===== src/rtl/rx_ppe_igr_buf_pkg.sv =====
// rx_ppe_igr_buf_pkg: shared types and defaults for the RX PPE -> ingress
// post-PPE transfer block.
//   rx_ppe_igr_t       descriptor handed from PPE to ingress (valid + payload)
//   RX_PPE_IGR_DEPTH   project default for per-channel depth
//   rx_ppe_igr_ptr_w   pointer width for a channel's circular storage
package rx_ppe_igr_buf_pkg;

    localparam int unsigned RX_PPE_IGR_DEPTH = 8;
    localparam int unsigned QID_W            = 4;
    localparam int unsigned DESC_W           = 20;

    typedef struct packed {
        logic              valid;
        logic [QID_W-1:0]  qid;
        logic [DESC_W-1:0] desc;
    } rx_ppe_igr_t;

    // Storage holds depth-1 slots; keep at least one bit for the 1-slot case.
    function automatic int unsigned rx_ppe_igr_ptr_w(input int unsigned depth);
        return (depth > 2) ? $clog2(depth - 1) : 1;
    endfunction

endpackage


===== src/rtl/rx_ppe_igr_buf_if.sv =====
// rx_ppe_igr_buf_if: channel bundle between PPE, transfer buffer and ingress.
//   ppe_in[i]      PPE descriptor for channel i (push when .valid)
//   ppe_credit[i]  one-cycle credit pulse back to the PPE
//   igr_out[i]     registered head entry for channel i
//   igr_ready[i]   ingress accepts igr_out[i]
// Modports are from the buffer's point of view: ppe faces the PPE,
// igr faces ingress.
interface rx_ppe_igr_buf_if
    import rx_ppe_igr_buf_pkg::*;
#(
    parameter int unsigned N_INTF = 2
);

    rx_ppe_igr_t [N_INTF-1:0] ppe_in;
    logic        [N_INTF-1:0] ppe_credit;
    rx_ppe_igr_t [N_INTF-1:0] igr_out;
    logic        [N_INTF-1:0] igr_ready;

    modport ppe (input ppe_in, output ppe_credit);
    modport igr (output igr_out, input igr_ready);

endinterface


===== src/rtl/rx_ppe_igr_chan_fifo.sv =====
// rx_ppe_igr_chan_fifo: one PPE -> ingress channel. DEPTH-1 circular slots
// plus a registered output stage; occupancy counts both.
//   cclk, rst    clock, synchronous active-high reset
//   ppe_in       incoming descriptor (push when .valid)
//   ppe_credit   pulse one cycle after each pop
//   igr_out      registered head entry, .valid = entry held
//   igr_ready    ingress pop strobe (qualified by igr_out.valid)
//   fifo_cnt     occupancy 0..DEPTH
//   ovf_err      sticky drop flag, cleared by ovf_clr (set wins)
module rx_ppe_igr_chan_fifo
    import rx_ppe_igr_buf_pkg::*;
#(
    parameter int unsigned DEPTH = RX_PPE_IGR_DEPTH,
    parameter int unsigned CNT_W = $clog2(DEPTH + 1)
) (
    input  logic             cclk,
    input  logic             rst,
    input  rx_ppe_igr_t      ppe_in,
    output logic             ppe_credit,
    output rx_ppe_igr_t      igr_out,
    input  logic             igr_ready,
    output logic [CNT_W-1:0] fifo_cnt,
    output logic             ovf_err,
    input  logic             ovf_clr
);

    localparam int unsigned SLOTS = DEPTH - 1;
    localparam int unsigned PTR_W = rx_ppe_igr_ptr_w(DEPTH);
    localparam logic [PTR_W-1:0] LAST_PTR = PTR_W'(SLOTS - 1);

    rx_ppe_igr_t      mem [SLOTS];
    logic [PTR_W-1:0] wr_ptr;
    logic [PTR_W-1:0] rd_ptr;
    logic [CNT_W-1:0] cnt;
    rx_ppe_igr_t      out_q;

    logic push_c;
    logic pop_c;
    logic full_c;
    logic accept_c;
    logic out_free_c;
    logic st_empty_c;
    logic load_head_c;
    logic load_push_c;
    logic st_wr_c;

    function automatic logic [PTR_W-1:0] ptr_inc(input logic [PTR_W-1:0] p);
        return (p == LAST_PTR) ? '0 : p + PTR_W'(1);
    endfunction

    // Full channel still accepts when the head leaves in the same cycle.
    assign push_c      = ppe_in.valid;
    assign pop_c       = out_q.valid && igr_ready;
    assign full_c      = (cnt == CNT_W'(DEPTH));
    assign accept_c    = push_c && (!full_c || pop_c);
    assign out_free_c  = !out_q.valid || pop_c;
    // Storage occupancy is cnt minus the output register's entry.
    assign st_empty_c  = (cnt == CNT_W'(out_q.valid));
    assign load_head_c = out_free_c && !st_empty_c;
    assign load_push_c = out_free_c && st_empty_c && accept_c;
    assign st_wr_c     = accept_c && !load_push_c;

    // Control state, output register, credit and overflow flag.
    always_ff @(posedge cclk) begin
        if (rst) begin
            wr_ptr     <= '0;
            rd_ptr     <= '0;
            cnt        <= '0;
            out_q      <= '0;
            ppe_credit <= 1'b0;
            ovf_err    <= 1'b0;
        end else begin
            if (st_wr_c) begin
                wr_ptr <= ptr_inc(wr_ptr);
            end
            if (load_head_c) begin
                out_q  <= mem[rd_ptr];
                rd_ptr <= ptr_inc(rd_ptr);
            end else if (load_push_c) begin
                out_q <= ppe_in;
            end else if (pop_c) begin
                out_q.valid <= 1'b0;
            end
            cnt        <= cnt + CNT_W'(accept_c) - CNT_W'(pop_c);
            ppe_credit <= pop_c;
            if (push_c && full_c && !pop_c) begin
                ovf_err <= 1'b1;
            end else if (ovf_clr) begin
                ovf_err <= 1'b0;
            end
        end
    end

    // Payload storage; flushed logically through the pointers on reset.
    always_ff @(posedge cclk) begin
        if (st_wr_c) begin
            mem[wr_ptr] <= ppe_in;
        end
    end

    assign igr_out  = out_q;
    assign fifo_cnt = cnt;

endmodule


===== src/rtl/rx_ppe_igr_buf.sv =====
// rx_ppe_igr_buf: N_INTF independent PPE -> ingress channels with
// per-channel buffering, ingress backpressure and PPE credit return.
//   cclk, rst   clock, synchronous active-high reset
//   ppe_bus     ppe_in / ppe_credit per channel
//   igr_bus     igr_out / igr_ready per channel
//   fifo_cnt    per-channel occupancy, channel i at [i*CNT_W +: CNT_W]
//   ovf_err     sticky per-channel overflow flag
//   ovf_clr     clears all ovf_err bits
module rx_ppe_igr_buf
    import rx_ppe_igr_buf_pkg::*;
#(
    parameter int unsigned N_INTF = 2,
    parameter int unsigned DEPTH  = RX_PPE_IGR_DEPTH,
    parameter int unsigned CNT_W  = $clog2(DEPTH + 1)
) (
    input  logic                    cclk,
    input  logic                    rst,
    rx_ppe_igr_buf_if.ppe           ppe_bus,
    rx_ppe_igr_buf_if.igr           igr_bus,
    output logic [N_INTF*CNT_W-1:0] fifo_cnt,
    output logic [N_INTF-1:0]       ovf_err,
    input  logic                    ovf_clr
);

    logic        [N_INTF-1:0] chan_credit;
    rx_ppe_igr_t [N_INTF-1:0] chan_out;

    // One fully independent channel per interface.
    for (genvar i = 0; i < N_INTF; i++) begin : g_chan
        rx_ppe_igr_chan_fifo #(
            .DEPTH (DEPTH),
            .CNT_W (CNT_W)
        ) u_chan (
            .cclk       (cclk),
            .rst        (rst),
            .ppe_in     (ppe_bus.ppe_in[i]),
            .ppe_credit (chan_credit[i]),
            .igr_out    (chan_out[i]),
            .igr_ready  (igr_bus.igr_ready[i]),
            .fifo_cnt   (fifo_cnt[i*CNT_W +: CNT_W]),
            .ovf_err    (ovf_err[i]),
            .ovf_clr    (ovf_clr)
        );
    end

    assign ppe_bus.ppe_credit = chan_credit;
    assign igr_bus.igr_out    = chan_out;

endmodule


===== src/flat_wrapper.sv =====
// flat-port wrapper written by rule: the top's interface ports become plain ports
module rx_ppe_igr_buf_flat import rx_ppe_igr_buf_pkg::*;
#(
    parameter int unsigned N_INTF = 2,
    parameter int unsigned DEPTH  = RX_PPE_IGR_DEPTH,
    parameter int unsigned CNT_W  = $clog2(DEPTH + 1)
)
  (cclk, rst, fifo_cnt, ovf_err, ovf_clr, ppe_bus_ppe_in, ppe_bus_ppe_credit, igr_bus_igr_out, igr_bus_igr_ready);
  rx_ppe_igr_buf_if #(.N_INTF(N_INTF)) ppe_bus_i ();
  rx_ppe_igr_buf_if #(.N_INTF(N_INTF)) igr_bus_i ();
  input  logic cclk;
  input  logic rst;
  output logic [N_INTF*CNT_W-1:0] fifo_cnt;
  output logic [N_INTF-1:0] ovf_err;
  input  logic ovf_clr;
  input wire logic [$bits(ppe_bus_i.ppe_in)-1:0] ppe_bus_ppe_in;
  output wire logic [$bits(ppe_bus_i.ppe_credit)-1:0] ppe_bus_ppe_credit;
  output wire logic [$bits(igr_bus_i.igr_out)-1:0] igr_bus_igr_out;
  input wire logic [$bits(igr_bus_i.igr_ready)-1:0] igr_bus_igr_ready;
  assign ppe_bus_i.ppe_in = ppe_bus_ppe_in;
  assign ppe_bus_ppe_credit = ppe_bus_i.ppe_credit;
  assign igr_bus_igr_out = igr_bus_i.igr_out;
  assign igr_bus_i.igr_ready = igr_bus_igr_ready;
  rx_ppe_igr_buf #(.N_INTF(N_INTF), .DEPTH(DEPTH), .CNT_W(CNT_W)) u_core (.cclk(cclk), .rst(rst), .ppe_bus(ppe_bus_i), .igr_bus(igr_bus_i), .fifo_cnt(fifo_cnt), .ovf_err(ovf_err), .ovf_clr(ovf_clr));
endmodule

===== config.mk =====
export PLATFORM = sky130hd
export DESIGN_NAME = rx_ppe_igr_buf_flat
export DESIGN_NICKNAME = d
export VERILOG_FILES = /design/src/rtl/rx_ppe_igr_buf_pkg.sv /design/src/rtl/rx_ppe_igr_buf_if.sv /design/src/rtl/rx_ppe_igr_chan_fifo.sv /design/src/rtl/rx_ppe_igr_buf.sv /design/src/flat_wrapper.sv
export SDC_FILE = /design/constraint.sdc
export NUM_CORES = 1
export LEC_CHECK = 0
export ABC_AREA = 1
export BUFFER_PORTS_ARGS = -buffer_cell sky130_fd_sc_hd__buf_2
export CAP_MARGIN = 40
export CORE_MARGIN = 5
export CORE_UTILIZATION = 40
export CTS_CLUSTER_DIAMETER = 50
export DETAILED_ROUTE_END_ITERATION = 16
export PLACE_DENSITY = 0.69
export SETUP_SLACK_MARGIN = 0.4
export SLEW_MARGIN = 10
export SYNTH_ARGS = -nofsm -noshare
export SYNTH_HDL_FRONTEND = slang
export SYNTH_HIERARCHICAL = 1
export SYNTH_SLANG_ARGS = --single-unit

===== constraint.sdc =====
create_clock -name cclk -period 3.8 [get_ports cclk]
set_input_delay 0.19 -clock cclk [delete_from_list [all_inputs] [get_ports cclk]]
set_output_delay 0.19 -clock cclk [all_outputs]
set_load 0.05 [all_outputs]

==> metrics <==
status finished clean; First DRT Iteration DRCs roughly 920; setup TNS 0 ps; EDFF count, synth 350; Final Instance Area 0.0213 sq mm; Pwr Total 16.6 mW; Post-Synthesis Cells 1767; syn avg cell area between 10 and 15 sq um; Yosys Warn Count 6; critical path peak fanout 16; DR pass1 iterations 5; Root Buffer clkbuf_16; first-pass GRT wire length 66700 um; via count 12700; Worst-Margin Slew 875 ps; Placer Congestion 0.780; #FFs+latches synth 430; commonest non-fill, non-tap cells in the layout 658 x nand2_1, 350 x edfxtp_1, 158 x nor2_1; synth-to-layout area growth 18.4%; Die Span Y about 220 um; Ant. Diodes 0; fillers 3943; die outline area 0.0493 sq mm; final antenna-violating net count 0; Final Hold Fails 0; proportion of layout cells with a drive suffix above 1 14.4%; Post-DP Area 0.0191 sq mm; leakage power 8.61 nW; wire length per cell 16.4 um; CTS tree built; core area approximately 0.044 sq mm; Max VDD drop 608 uV; Post-synth ARST share 0%; die width 222 um; Site Rows 77; boundary pin count between 100 and 150; Netlist Area Pre-Place approximately 0.018 sq mm; Main synth FF type edfxtp_1; CP endpoint kind flop; number of max-cap violations 0; CTS Buf Count 47; Total Wirelength 41900 um; Seq/Total Area, Yosys between 60 and 70%; Inst Count DP 2412; worst skew pair latency 560 ps; commonest non-fill, non-tap cell in the layout nand2_1; # clock sinks 430; kind of start point of the critical path flop; PD cells approximately 780 mW/mm^2; largest net degree at the start of global routing 79; Max-slew headroom a little over two fifths; Port Buffers 116; critical path class reg -> reg; Hold Crit Class in -> reg; antenna violations before repair 0; RSZ-0062 raised after global routing false; CTS clk-pin slew, worst paths 60 ps; H-tree levels 2; Finished Layout Cells roughly 2600; number of global-route vias before repair 12500; Vias/cell 4.98; clock skew between 15 and 20 ps; Worst EP required 4040 ps; Synth cell types 32; f_max 372 MHz; final setup fails 0; critical path arrival 2930 ps; Detailed Place HPWL 25000 um; CTS max path bufs 3; total gr overflow 0; DRC viols 0; minimum clock period 2690 ps; fin nets 1990; Initial Utilization 40.6%; Max Slew Vio Count 0; Mapped Nets between 1500 and 2000; fin crit share 70.8%; GRT Util Overall 16.5%
-- cell type report --
class / count / area (sq um) / area share (%)
Sequential cell: 430 / 12100 / 56.8
Tap cell: 592 / 741 / 3.48
Multi-Input combinational cell: 1157 / 5070 / 23.8
Clock inverter: 26 / 315 / 1.48
Clock buffer: 61 / 1310 / 6.16
Timing Repair Buffer: 199 / 1420 / 6.68
Inverter: 88 / 330 / 1.55
-- registers in the layout, summed over array words and instances (netlist names), named ones only --
signal                           count
u_core/g_chan.u_chan/wr_ptr          6
u_core/g_chan.u_chan/ovf_err         2
u_core/g_chan.u_chan/fifo_cnt        8
u_core/g_chan.u_chan/mem           350
u_core/g_chan.u_chan/igr_out        50
u_core/g_chan.u_chan/ppe_credit      2
u_core/g_chan.u_chan/rd_ptr          6
-- worst paths after layout --
path                                             from                             endpoint  slack (ps)  cells past startpoint
setup reg to reg  u_core/g_chan[1].u_chan/fifo_cnt[2]   u_core/g_chan[1].u_chan/mem[0][11]        1110                     10
setup / recovery  u_core/g_chan[1].u_chan/fifo_cnt[2]   u_core/g_chan[1].u_chan/mem[0][11]        1110                     10
hold / removal                                    rst  u_core/g_chan[0].u_chan/igr_out[20]          70                      3
hold reg to reg   u_core/g_chan[1].u_chan/igr_out[19]  u_core/g_chan[1].u_chan/igr_out[19]         460                      2
-- power breakdown --
part	internal [mW]	total, mW	switching (mW)
registers	5.75	6.04	0.283
logic	1.64	5.85	4.21
clock network	2.86	4.69	1.83
-- timing repair --
| item | in CTS | in global routing |
|---|---|---|
| endpoints found under the hold margin | 353 | 0 |
| hold buffers | 53 | 0 |
| resized for setup | 0 | 0 |
| setup buffers | 0 | 0 |
-- cell families after synthesis --
kind of cell	Yosys count	share of synthesized area [%]
DFF	430	67.3
muxes	2	0.111
buffers and inverters	180	4.67
adders and majority gates	12	0.918
xor gates and xnor gates	2	0.0973
and+or+nand+nor	949	21.0
AOI/OAI and AO/OA	192	5.92
-- cell usage after synthesis (4+ instances only) --
cell / count / area [sq um]
nand2_1: 658 / 2470
edfxtp_1: 350 / 10500
nor2_1: 170 / 638
a21oi_1: 115 / 576
nand3_1: 95 / 475
dfxtp_1: 80 / 1600
inv_1: 76 / 285
buf_2: 42 / 210
o21ai_0: 39 / 195
clkbuf_1: 27 / 101
a21oi_2: 16 / 140
o211ai_1: 16 / 120
buf_4: 13 / 97.6
nand2_2: 13 / 81.3
ha_1: 10 / 125
inv_2: 10 / 37.5
buf_6: 7 / 78.8
nor2_2: 4 / 25.0
o21ai_1: 4 / 20.0
-- stage by stage --
stage,util [%],hold slack (ps),worst slack (ps)
floorplan,-,259,645
global placement,42.9,450,1230
detailed placement,43.2,454,1110
CTS,48.0,249,1100
global route,48.1,61.3,930
finish,48.1,65.8,1110
-- worst max-delay path: stages (launching register included) --
cell and delay, ps:
dfxtp_1 320, inv_1 80, ha_1 220, inv_1 80, nor2_2 50, nand3_4 210, nor2_1 100, nor2_1 330
nand2_1 170, nor2_2 450, buf_4 350
-- metal layers --
metal	vias to the layer above	global-route usage (%)	part of all wire, %
li1	6190	-	-
met1	6091	22.4	44
met2	383	28.0	49
met3	62	2.58	6.0
met4	0	4.41	1.8
met5	-	0	0
Power figures use the tool's default switching activity.
